**config.mk**
```make
export PLATFORM = sky130hd
export DESIGN_NAME = detector_jogada
export DESIGN_NICKNAME = d
export VERILOG_FILES = /design/src/rtl/jogo_pkg.sv /design/src/rtl/detector_jogada_sincronizador.sv /design/src/rtl/detector_jogada.sv
export SDC_FILE = /design/constraint.sdc
export NUM_CORES = 1
export LEC_CHECK = 0
export BUFFER_PORTS_ARGS = -buffer_cell sky130_fd_sc_hd__buf_2
export CAP_MARGIN = 20
export CORE_MARGIN = 2
export CORE_UTILIZATION = 55
export DETAILED_ROUTE_END_ITERATION = 8
export MAX_ROUTING_LAYER = met4
export PLACE_DENSITY_LB_ADDON = 0.1
export RECOVER_POWER = 50
export SLEW_MARGIN = 5
export SYNTH_ARGS = -nofsm -noshare
export SYNTH_HDL_FRONTEND = slang
export SYNTH_SLANG_ARGS = --single-unit
```
**constraint.sdc**
```tcl
create_clock -name clock -period 2.82 [get_ports clock]
set_clock_uncertainty 0.1 [all_clocks]
set_input_delay 0.564 -clock clock [delete_from_list [all_inputs] [get_ports clock]]
set_output_delay 0.564 -clock clock [all_outputs]
set_load 0.02 [all_outputs]
```
**src/rtl/jogo_pkg.sv**
```systemverilog
// jogo_pkg
// Shared types and helpers for the memory-game front end.
//   estado_detector_t : state encoding of detector_jogada, also shown on db_estado
//   DEBOUNCE_DEFAULT  : default number of stable samples for the debouncer
//   eh_one_hot()      : true when exactly one bit of the code is set
package jogo_pkg;

    localparam int DEBOUNCE_DEFAULT = 5;

    // Widest button code eh_one_hot() inspects; narrower codes are zero-extended.
    localparam int ONE_HOT_MAX_W = 32;

    typedef enum logic [2:0] {
        OCIOSO      = 3'd0,
        FILTRANDO   = 3'd1,
        VALIDO      = 3'd2,
        PRESSIONADO = 3'd3,
        SOLTANDO    = 3'd4
    } estado_detector_t;

    // A nonzero value with no second bit set: v & (v-1) clears the lowest set bit.
    function automatic logic eh_one_hot(input logic [ONE_HOT_MAX_W-1:0] v);
        return (v != '0) && ((v & (v - 1'b1)) == '0);
    endfunction

endpackage

```
**src/rtl/detector_jogada_sincronizador.sv**
```systemverilog
// sincronizador
// Two-flop synchronizer for asynchronous level inputs.
//   clock : system clock, rising edge
//   reset : asynchronous, active-low; clears both stages
//   d     : raw asynchronous input (WIDTH bits)
//   q     : synchronized output, two clock edges behind d
module sincronizador #(
    parameter int WIDTH = 1
) (
    input  logic             clock,
    input  logic             reset,
    input  logic [WIDTH-1:0] d,
    output logic [WIDTH-1:0] q
);

    logic [WIDTH-1:0] meta;

    // First stage may go metastable; the second stage gives it a full cycle to settle.
    always_ff @(posedge clock or negedge reset) begin
        if (!reset) begin
            meta <= '0;
            q    <= '0;
        end else begin
            meta <= d;
            q    <= meta;
        end
    end

endmodule

```
**src/rtl/detector_jogada.sv**
```systemverilog
// detector_jogada
// Synchronizes and debounces the raw button bus and emits one single-cycle
// jogada pulse per physical press, together with the accepted button code.
//   clock        : system clock, rising edge
//   reset        : asynchronous, active-low; clears all state
//   botoes       : raw asynchronous button levels (N_BOTOES bits)
//   jogada       : one-cycle pulse per accepted press
//   jogada_valor : code of the last accepted press, held until the next one
//   tem_jogada   : high while an accepted press is still held
//   multiplo     : one-cycle pulse when a stable multi-button code is rejected
//                  (present only with DETECTOR_JOGADA_MULTI_REJECT_EN defined)
//   db_estado    : current state encoding for the debug display
// Optional feature macro: DETECTOR_JOGADA_MULTI_REJECT_EN
module detector_jogada
    import jogo_pkg::*;
#(
    parameter int N_BOTOES        = 4,
    parameter int DEBOUNCE_CYCLES = DEBOUNCE_DEFAULT
) (
    input  logic                clock,
    input  logic                reset,
    input  logic [N_BOTOES-1:0] botoes,
    output logic                jogada,
    output logic [N_BOTOES-1:0] jogada_valor,
    output logic                tem_jogada,
`ifdef DETECTOR_JOGADA_MULTI_REJECT_EN
    output logic                multiplo,
`endif
    output logic [2:0]          db_estado
);

    localparam int CNT_W = $clog2(DEBOUNCE_CYCLES + 1);
    localparam logic [CNT_W-1:0] CNT_ONE = CNT_W'(1);
    localparam logic [CNT_W-1:0] CNT_LIM = CNT_W'(DEBOUNCE_CYCLES - 1);
    localparam logic [CNT_W-1:0] CNT_MAX = '1;

    generate
        if (DEBOUNCE_CYCLES < 2) begin : g_debounce_invalid
            $error("detector_jogada: DEBOUNCE_CYCLES must be 2 or more");
        end
    endgenerate

    estado_detector_t    estado;
    logic [N_BOTOES-1:0] s;
    logic [N_BOTOES-1:0] cand;
    logic [CNT_W-1:0]    cnt;
    logic [CNT_W-1:0]    cnt_inc;

    sincronizador #(
        .WIDTH (N_BOTOES)
    ) u_sinc (
        .clock (clock),
        .reset (reset),
        .d     (botoes),
        .q     (s)
    );

    // Saturating increment so a long stable level can never wrap the counter.
    assign cnt_inc   = (cnt == CNT_MAX) ? cnt : cnt + CNT_ONE;
    assign db_estado = estado;

    // Debounce FSM. The debounce window is judged on the count before the
    // increment, so VALIDO is reached after DEBOUNCE_CYCLES synchronized samples
    // and the pulse itself is registered on the edge that leaves VALIDO.
    // tem_jogada is set from PRESSIONADO, so it trails jogada by one edge, and is
    // cleared on the very edge that returns to OCIOSO.
    always_ff @(posedge clock or negedge reset) begin
        if (!reset) begin
            estado       <= OCIOSO;
            cand         <= '0;
            cnt          <= '0;
            jogada       <= 1'b0;
            jogada_valor <= '0;
            tem_jogada   <= 1'b0;
`ifdef DETECTOR_JOGADA_MULTI_REJECT_EN
            multiplo     <= 1'b0;
`endif
        end else begin
            jogada <= 1'b0;
`ifdef DETECTOR_JOGADA_MULTI_REJECT_EN
            multiplo <= 1'b0;
`endif
            case (estado)
                OCIOSO: begin
                    tem_jogada <= 1'b0;
                    if (s != '0) begin
                        cand   <= s;
                        cnt    <= CNT_ONE;
                        estado <= FILTRANDO;
                    end
                end

                FILTRANDO: begin
                    if (s == '0) begin
                        estado <= OCIOSO;
                    end else if (s != cand) begin
                        // A different code restarts the window with the new candidate.
                        cand <= s;
                        cnt  <= CNT_ONE;
                    end else begin
                        cnt <= cnt_inc;
                        if (cnt == CNT_LIM) begin
                            estado <= VALIDO;
                        end
                    end
                end

                VALIDO: begin
                    estado <= PRESSIONADO;
`ifdef DETECTOR_JOGADA_MULTI_REJECT_EN
                    if (eh_one_hot(ONE_HOT_MAX_W'(cand))) begin
                        jogada       <= 1'b1;
                        jogada_valor <= cand;
                    end else begin
                        multiplo <= 1'b1;
                    end
`else
                    jogada       <= 1'b1;
                    jogada_valor <= cand;
`endif
                end

                PRESSIONADO: begin
                    // Code changes while held are ignored until a full release.
                    tem_jogada <= 1'b1;
                    if (s == '0) begin
                        cnt    <= CNT_ONE;
                        estado <= SOLTANDO;
                    end
                end

                SOLTANDO: begin
                    if (s != '0) begin
                        estado <= PRESSIONADO;
                    end else begin
                        cnt <= cnt_inc;
                        if (cnt == CNT_LIM) begin
                            tem_jogada <= 1'b0;
                            estado     <= OCIOSO;
                        end
                    end
                end

                default: begin
                    tem_jogada <= 1'b0;
                    estado     <= OCIOSO;
                end
            endcase
        end
    end

endmodule

```
==> impl_results.md, run 1 <==
* Final cell count without fillers at 129
* Diode count at 0
* Area of the multi-input gates at approximately 430 µm²
* Outcome: finished, final reports clean
* Drt drc at 0
* Initial Util at 59.72%
* Aggregate global-route resource usage at 18.59%
* Worst path slowest cell: or4_4
* Final Max Slew Viols at 0
* Yosys Warn Count at 0
* CTS root buf: clkbuf_4
* DIE WIDTH at about 48 µm
* Worst-Margin Slew at 1177 ps
* Fill cell count at ~150
* Worst-path cell chain: or4_4 > mux2i_1 > a21oi_1 > a22o_1
* Share of layout cells above drive strength 1 at 28.85%
* Most common cell after layout, fill and taps aside: dfrtp_1
* Setup bufs post-CTS at 0
* Final setup fails at 0
* Crit path time final at 1875 ps
* Unique masters post-synth at 32
* Row count at 15
* Cell family with most CP delay: simple AND/OR/NAND/NOR gates
* Syn_nets at 96
* TritonCTS clock tree: done
* First-pass GRT wire length at ~2800 µm
* Post_cts resized at 0
* Final worst-path cycle share at 66.48%
* Yosys reg bits at 24
* Startpoint types: flip-flop
* Port-buffer cells at 14
* Clock buffer count from CTS at 3
* Hold Violations, Final at 0
* Reg clk slew, reported paths at 130 ps
* Syn Inst Count at 88
* Most frequent cells in the layout: 24 x dfrtp_1, 13 x buf_2, 8 x mux2_2
* First-pass DRT Iterations at 4
* I/O Pins at 15
* DPL Wire Length at 1254 µm
* Max transition margin at 21.51%
* CP endpoint kind: flip-flop
* Largest net degree at the start of global routing at 25
* Kind of critical path: reg -> reg
* Worst EP arrival at 1980 ps
* Via density at between 5 and 6
* Layout Nets at 113
* Core footprint at between 0.0015 and 0.002 mm²
* Post-Syn Area at between 0.001 and 0.0015 mm²
* Routed len/inst at 13.38 µm
* Total grt overflow at 0
* CTS max path bufs at 2
* Vias in the first global route at 650
* Area grow syn2layout at 12.57%
* Placer Congestion at 0.8522
* CP max stage delay at 610 ps
* H-Tree Level Count at 1
* Part of the Yosys area used for sequential elements at 56.40%
* Clock Sinks at 24
* Total negative slack at 0 ps
* LEAKAGE at 0.5917 nW
* Crit path max fanout at 7
* Die footprint at ~0.0023 mm²
* WP data required at 2930 ps
* Max-cap violations at 0
* Power Density at 542.9 mW/mm²
* Post-CTS Hold Buffers at 0
* FF+latch area at 600.6 µm²
* RSZ-0062 raised after global routing: no
* Initial DRC count at 7
* Post-DRT Antenna Nets at 0
* Die Span Y at approximately 48 µm
* Hold Crit Class: in -> reg
* DP Cell Count at 125
* Peak Freq at 0.5334 GHz
* Avg Cell Area, Syn at 12.10 µm²
* Crit path buffers/inverters at 0
* Routed wire length at 1726 µm
* Maximum ir drop on the vdd rail at 0.0003609 V
* Via count at ~730
* Number of antenna violations at the first check in global routing at 0
* Worst skew pair latency at just over 300 ps
==> area by class of cell <==
cell class | instances | area share [%]
multi-input cells | 58 | 35.91
clock buffers | 3 | 1.879
flip-flops and latches | 24 | 50.10
well taps | 25 | 2.610
repair buffers | 14 | 5.741
clock inverters | 1 | 2.505
inverters | 4 | 1.253
==> flip-flops by register name, indices dropped and copies added (netlist names) <==
name and cells:
cand 4, jogada_valor 4, u_sinc.meta 4, u_sinc.q 4
cnt 3, db_estado 3, jogada 1, tem_jogada 1
==> per-layer routing <==
metal	wire length [µm]	GRT usage (%)	up-vias
li1	-	-	345
met1	820	25.00	357
met2	814	28.27	22
met3	74	3.396	4
met4	17	6.486	0
met5	0	-	-
==> synthesized netlist by cell type <==
| cell type | count | share of area [%] |
|---|---|---|
| nand3_1 | 1 | 0.47 |
| a21boi_1 | 1 | 0.71 |
| buf_4 | 1 | 0.71 |
| a21boi_0 | 1 | 0.71 |
| nor3b_1 | 1 | 0.71 |
| xnor2_1 | 4 | 3.3 |
| or2_2 | 1 | 0.59 |
| or4_4 | 1 | 1.1 |
| dfrtp_1 | 24 | 56 |
| a31oi_2 | 1 | 1.2 |
| ha_1 | 2 | 2.3 |
| nor2_1 | 5 | 1.8 |
| mux2_4 | 1 | 1.4 |
| o21ai_0 | 4 | 1.9 |
| o31ai_1 | 2 | 1.4 |
| nand2b_1 | 1 | 0.59 |
| or3b_2 | 1 | 0.82 |
| o22ai_1 | 2 | 1.2 |
| inv_1 | 4 | 1.4 |
| o22a_1 | 1 | 0.82 |
| nor4_1 | 1 | 0.59 |
| a22o_1 | 1 | 0.82 |
| o211ai_1 | 1 | 0.71 |
| or3_1 | 1 | 0.59 |
| mux2_2 | 8 | 8.5 |
| a21o_1 | 1 | 0.71 |
| nand3b_1 | 1 | 0.71 |
| nand2_1 | 6 | 2.1 |
| mux2i_1 | 2 | 1.9 |
| a21oi_1 | 5 | 2.3 |
| nand4_1 | 1 | 0.59 |
| buf_6 | 1 | 1.1 |
==> power breakdown <==
group          switching (mW)  internal (mW)  leakage, nW  total, mW
clock                  0.0981          0.144       0.0279      0.242
sequential             0.0107          0.357        0.298      0.367
combinational          0.0223         0.0194        0.266     0.0417
==> final timing paths <==
kind	start	endpoint	slack, ps	cells after the start
max	u_sinc.q[1]$_DFF_PN0_	cnt[1]$_DFFE_PN0P_	950	4
min	botoes[2]	u_sinc.meta[2]$_DFF_PN0_	250	1
max reg2reg	u_sinc.q[1]$_DFF_PN0_	cnt[1]$_DFFE_PN0P_	950	4
min reg2reg	u_sinc.meta[3]$_DFF_PN0_	u_sinc.q[3]$_DFF_PN0_	260	0
max in group asynchronous	reset	cnt[1]$_DFFE_PN0P_	1570	1
min in group asynchronous	reset	jogada_valor[1]$_DFFE_PN0P_	360	1
==> cells by family (layout without fill, tap and decap cells) <==
logic type | count (synthesis) | count (layout) | synth area share [%]
XOR/XNOR | 4 | 4 | 3.290
multiplexers | 11 | 11 | 11.75
AO/OA/AOI/OAI | 20 | 20 | 12.46
AND/OR/NAND/NOR | 21 | 21 | 10.58
flip-flops | 24 | 24 | 56.40
adder cells (fa/ha/maj) | 2 | 2 | 2.350
buffers and inverters | 6 | 22 | 3.173
==> metrics by stage <==
step	area (µm²)	hold slack (ps)	utilization, %	worst slack [ps]	total power, mW
5_1_grt	1199	225.1	67.23	839.9	0.6789
3_3_place_gp	1147	231.5	64.35	970.0	0.4149
4_1_cts	1200	109.2	67.30	937.3	0.6611
6_report	1199	248.8	67.23	945.3	0.6507
2_1_floorplan	1065	168.4	-	1011	0.3999
3_5_place_dp	1147	238.1	64.35	959.8	0.4167
Power figures use the tool's default switching activity.
==> inputs of run 2 (changes only) <==
Settings changed: CORE_UTILIZATION 55 to 54.
Clock period 2.82 ns to 1.8 ns, I/O delays scaled along.
==> run 2 against run 1 <==
Compared with the run above: non-clock buffer count rose by 10; flip-flop and latch count unchanged; critical endpoint unchanged; core utilization is 0.65 points lower; final cell count increased by 8.5%; setup slack got worse by 910 ps; critical path type unchanged; largest power group unchanged; first-iteration DRC count stayed put; global-route usage decreased by 0.63 points; critical path depth stayed put; largest cell class unchanged; combinational power rose by 98%; die area grew 1.7%; sequential share of layout area fell by 2.7 points; register-to-register slack got worse by 910 ps.
==> impl_results.md, run 2 (synthesized netlist as in run 1, its figures left out) <==
* WP data required at 1960 ps
* Clock Sinks at 24
* Final worst-path cycle share at a little over nine tenths
* TritonCTS clock tree: done
* Crit. Startpoint: u_sinc.q[0]$_DFF_PN0_
* Core footprint at 0.001902 mm²
* Total negative slack at 0 ps
* Number of antenna violations at the first check in global routing at 0
* Crit path max fanout at 4
* Util after Layout at 66.58%
* Met3 WL post-DR at 59 µm
* CTS max path bufs at 2
* FF-to-FF path depth at 4
* DR top layer: met4
* Worst path depth at 4
* Crit path buffers/inverters at 0
* Post-route setup slack at 35.99 ps
* Post-DRT Antenna Nets at 0
* First-pass GRT wire length at between 3000 and 4000 µm
* Hold Violations, Final at 0
* CTS root buf: clkbuf_4
* Wl on met1 at 771 µm
* Max transition margin at 61.40%
* Drt drc at 0
* Reg clk slew, reported paths at ~110 ps
* Area grow syn2layout at 18.92%
* Cell family with most CP delay: simple AND/OR/NAND/NOR gates
* Power Density at 696.3 mW/mm²
* Min Hold Slack at between 40 and 50 ps
* DPL Wire Length at between 1000 and 1500 µm
* CP endpoint kind: flip-flop
* Initial Util at 55.99%
* Clock buffer count from CTS at 3
* Total grt overflow at 0
* Routed met2 length at 929 µm
* Worst R2R Start: u_sinc.q[0]$_DFF_PN0_
* Most frequent cells in the layout: 24 x dfrtp_1, 13 x buf_2, 9 x buf_4
* FF+latch area at about 600 µm²
* Final Max Slew Viols at 0
* LEAKAGE at approximately 0.63 nW
* Most common cell after layout, fill and taps aside: dfrtp_1
* Aggregate global-route resource usage at approximately 18%
* Crit path time final at 1764 ps
* Final setup fails at 0
* Worst EP arrival at about 1900 ps
* Worst-Margin Slew at 579.0 ps
* Largest net degree at the start of global routing at 25
* Area of the multi-input gates at 446.7 µm²
* Share of layout cells above drive strength 1 at 36.28%
* H-Tree Level Count at 1
* Row count at 16
* Hold path cells at 1
* Worst path slowest cell: or4_4
* Outcome: finished, final reports clean
* First-pass DRT Iterations at 4
* Initial DRC count at 7
* Place WS at 18.17 ps
* Via count at roughly 760
* Max-cap violations at 0
* Routed len/inst at 12.88 µm
* Layout Nets at 123
* Peak Freq at 0.5669 GHz
* Startpoint types: flip-flop
* DIE WIDTH at 48.41 µm
* Hold wc startpoint: botoes[0]
* Hold Crit Class: in -> reg
* Die Span Y at 48.41 µm
* Maximum ir drop on the vdd rail at 0.0006417 V
* Worst skew pair latency at between 300 and 400 ps
* Die footprint at 0.002343 mm²
* CP max stage delay at 580 ps
* Placer Congestion at approximately 0.8
* Diode count at 0
* I/O Pins at 15
* RSZ-0062 raised after global routing: yes
* Vias in the first global route at 739
* Fill cell count at around 150
* Port-buffer cells at 14
* Kind of critical path: reg -> reg
* Via density at roughly 5.4
* Worst-path cell chain: or4_4 > mux2_4 > a31oi_4 > a22o_1
* Routed wire length at about 1800 µm
[run 2: routing by layer]
metal / vias to the layer above / GRT usage (%)
met1: 371 / 19.54
met3: 5 / 4.012
met4: 0 / 10.00
met2: 14 / 30.56
met5: - / -
li1: 366 / -
[run 2: repair_timing]
item                       CTS  global route
buffers inserted             0             3
hold endpoints to repair    24             0
gates resized for setup      0             5
hold buffers                 1             0
setup endpoints to repair    0             3
[run 2: where the power goes]
| part | internal [mW] | total, mW | switching [mW] |
|---|---|---|---|
| sequential | 0.559 | 0.574 | 0.0155 |
| combinational | 0.0422 | 0.0827 | 0.0405 |
| clock | 0.0784 | 0.225 | 0.146 |
| total | 0.679 | 0.882 | 0.202 |
[run 2: stage by stage]
| stage | instances | cell area, µm² | total power [mW] |
|---|---|---|---|
| after floorplan | 88 | 1065 | 0.6267 |
| after global placement | 133 | 1195 | 0.6571 |
| after detailed placement | 133 | 1195 | 0.6591 |
| after CTS | 137 | 1227 | 0.8873 |
| after global routing | 140 | 1266 | 0.9187 |
| final | 140 | 1266 | 0.8817 |
[run 2: path summary, 6_finish.rpt]
| check | slack, ps | endpoint |
|---|---|---|
| worst max-delay path | 40 | cnt[1]$_DFFE_PN0P_ |
| worst min-delay path | 40 | u_sinc.meta[0]$_DFF_PN0_ |
| worst max register to register | 40 | cnt[1]$_DFFE_PN0P_ |
| worst min register to register | 260 | u_sinc.q[3]$_DFF_PN0_ |
| max in group asynchronous | 750 | jogada_valor[2]$_DFFE_PN0P_ |
| min in group asynchronous | 470 | tem_jogada$_DFFE_PN0P_ |
[run 2: area by class of cell]
cell class	count	share of cell area (%)
Tap cell	27	2.668
Timing Repair Buffer	24	11.66
Clock buffer	3	1.779
Sequential cell	24	47.43
Multi-Input combinational cell	58	35.28
Inverter	4	1.186
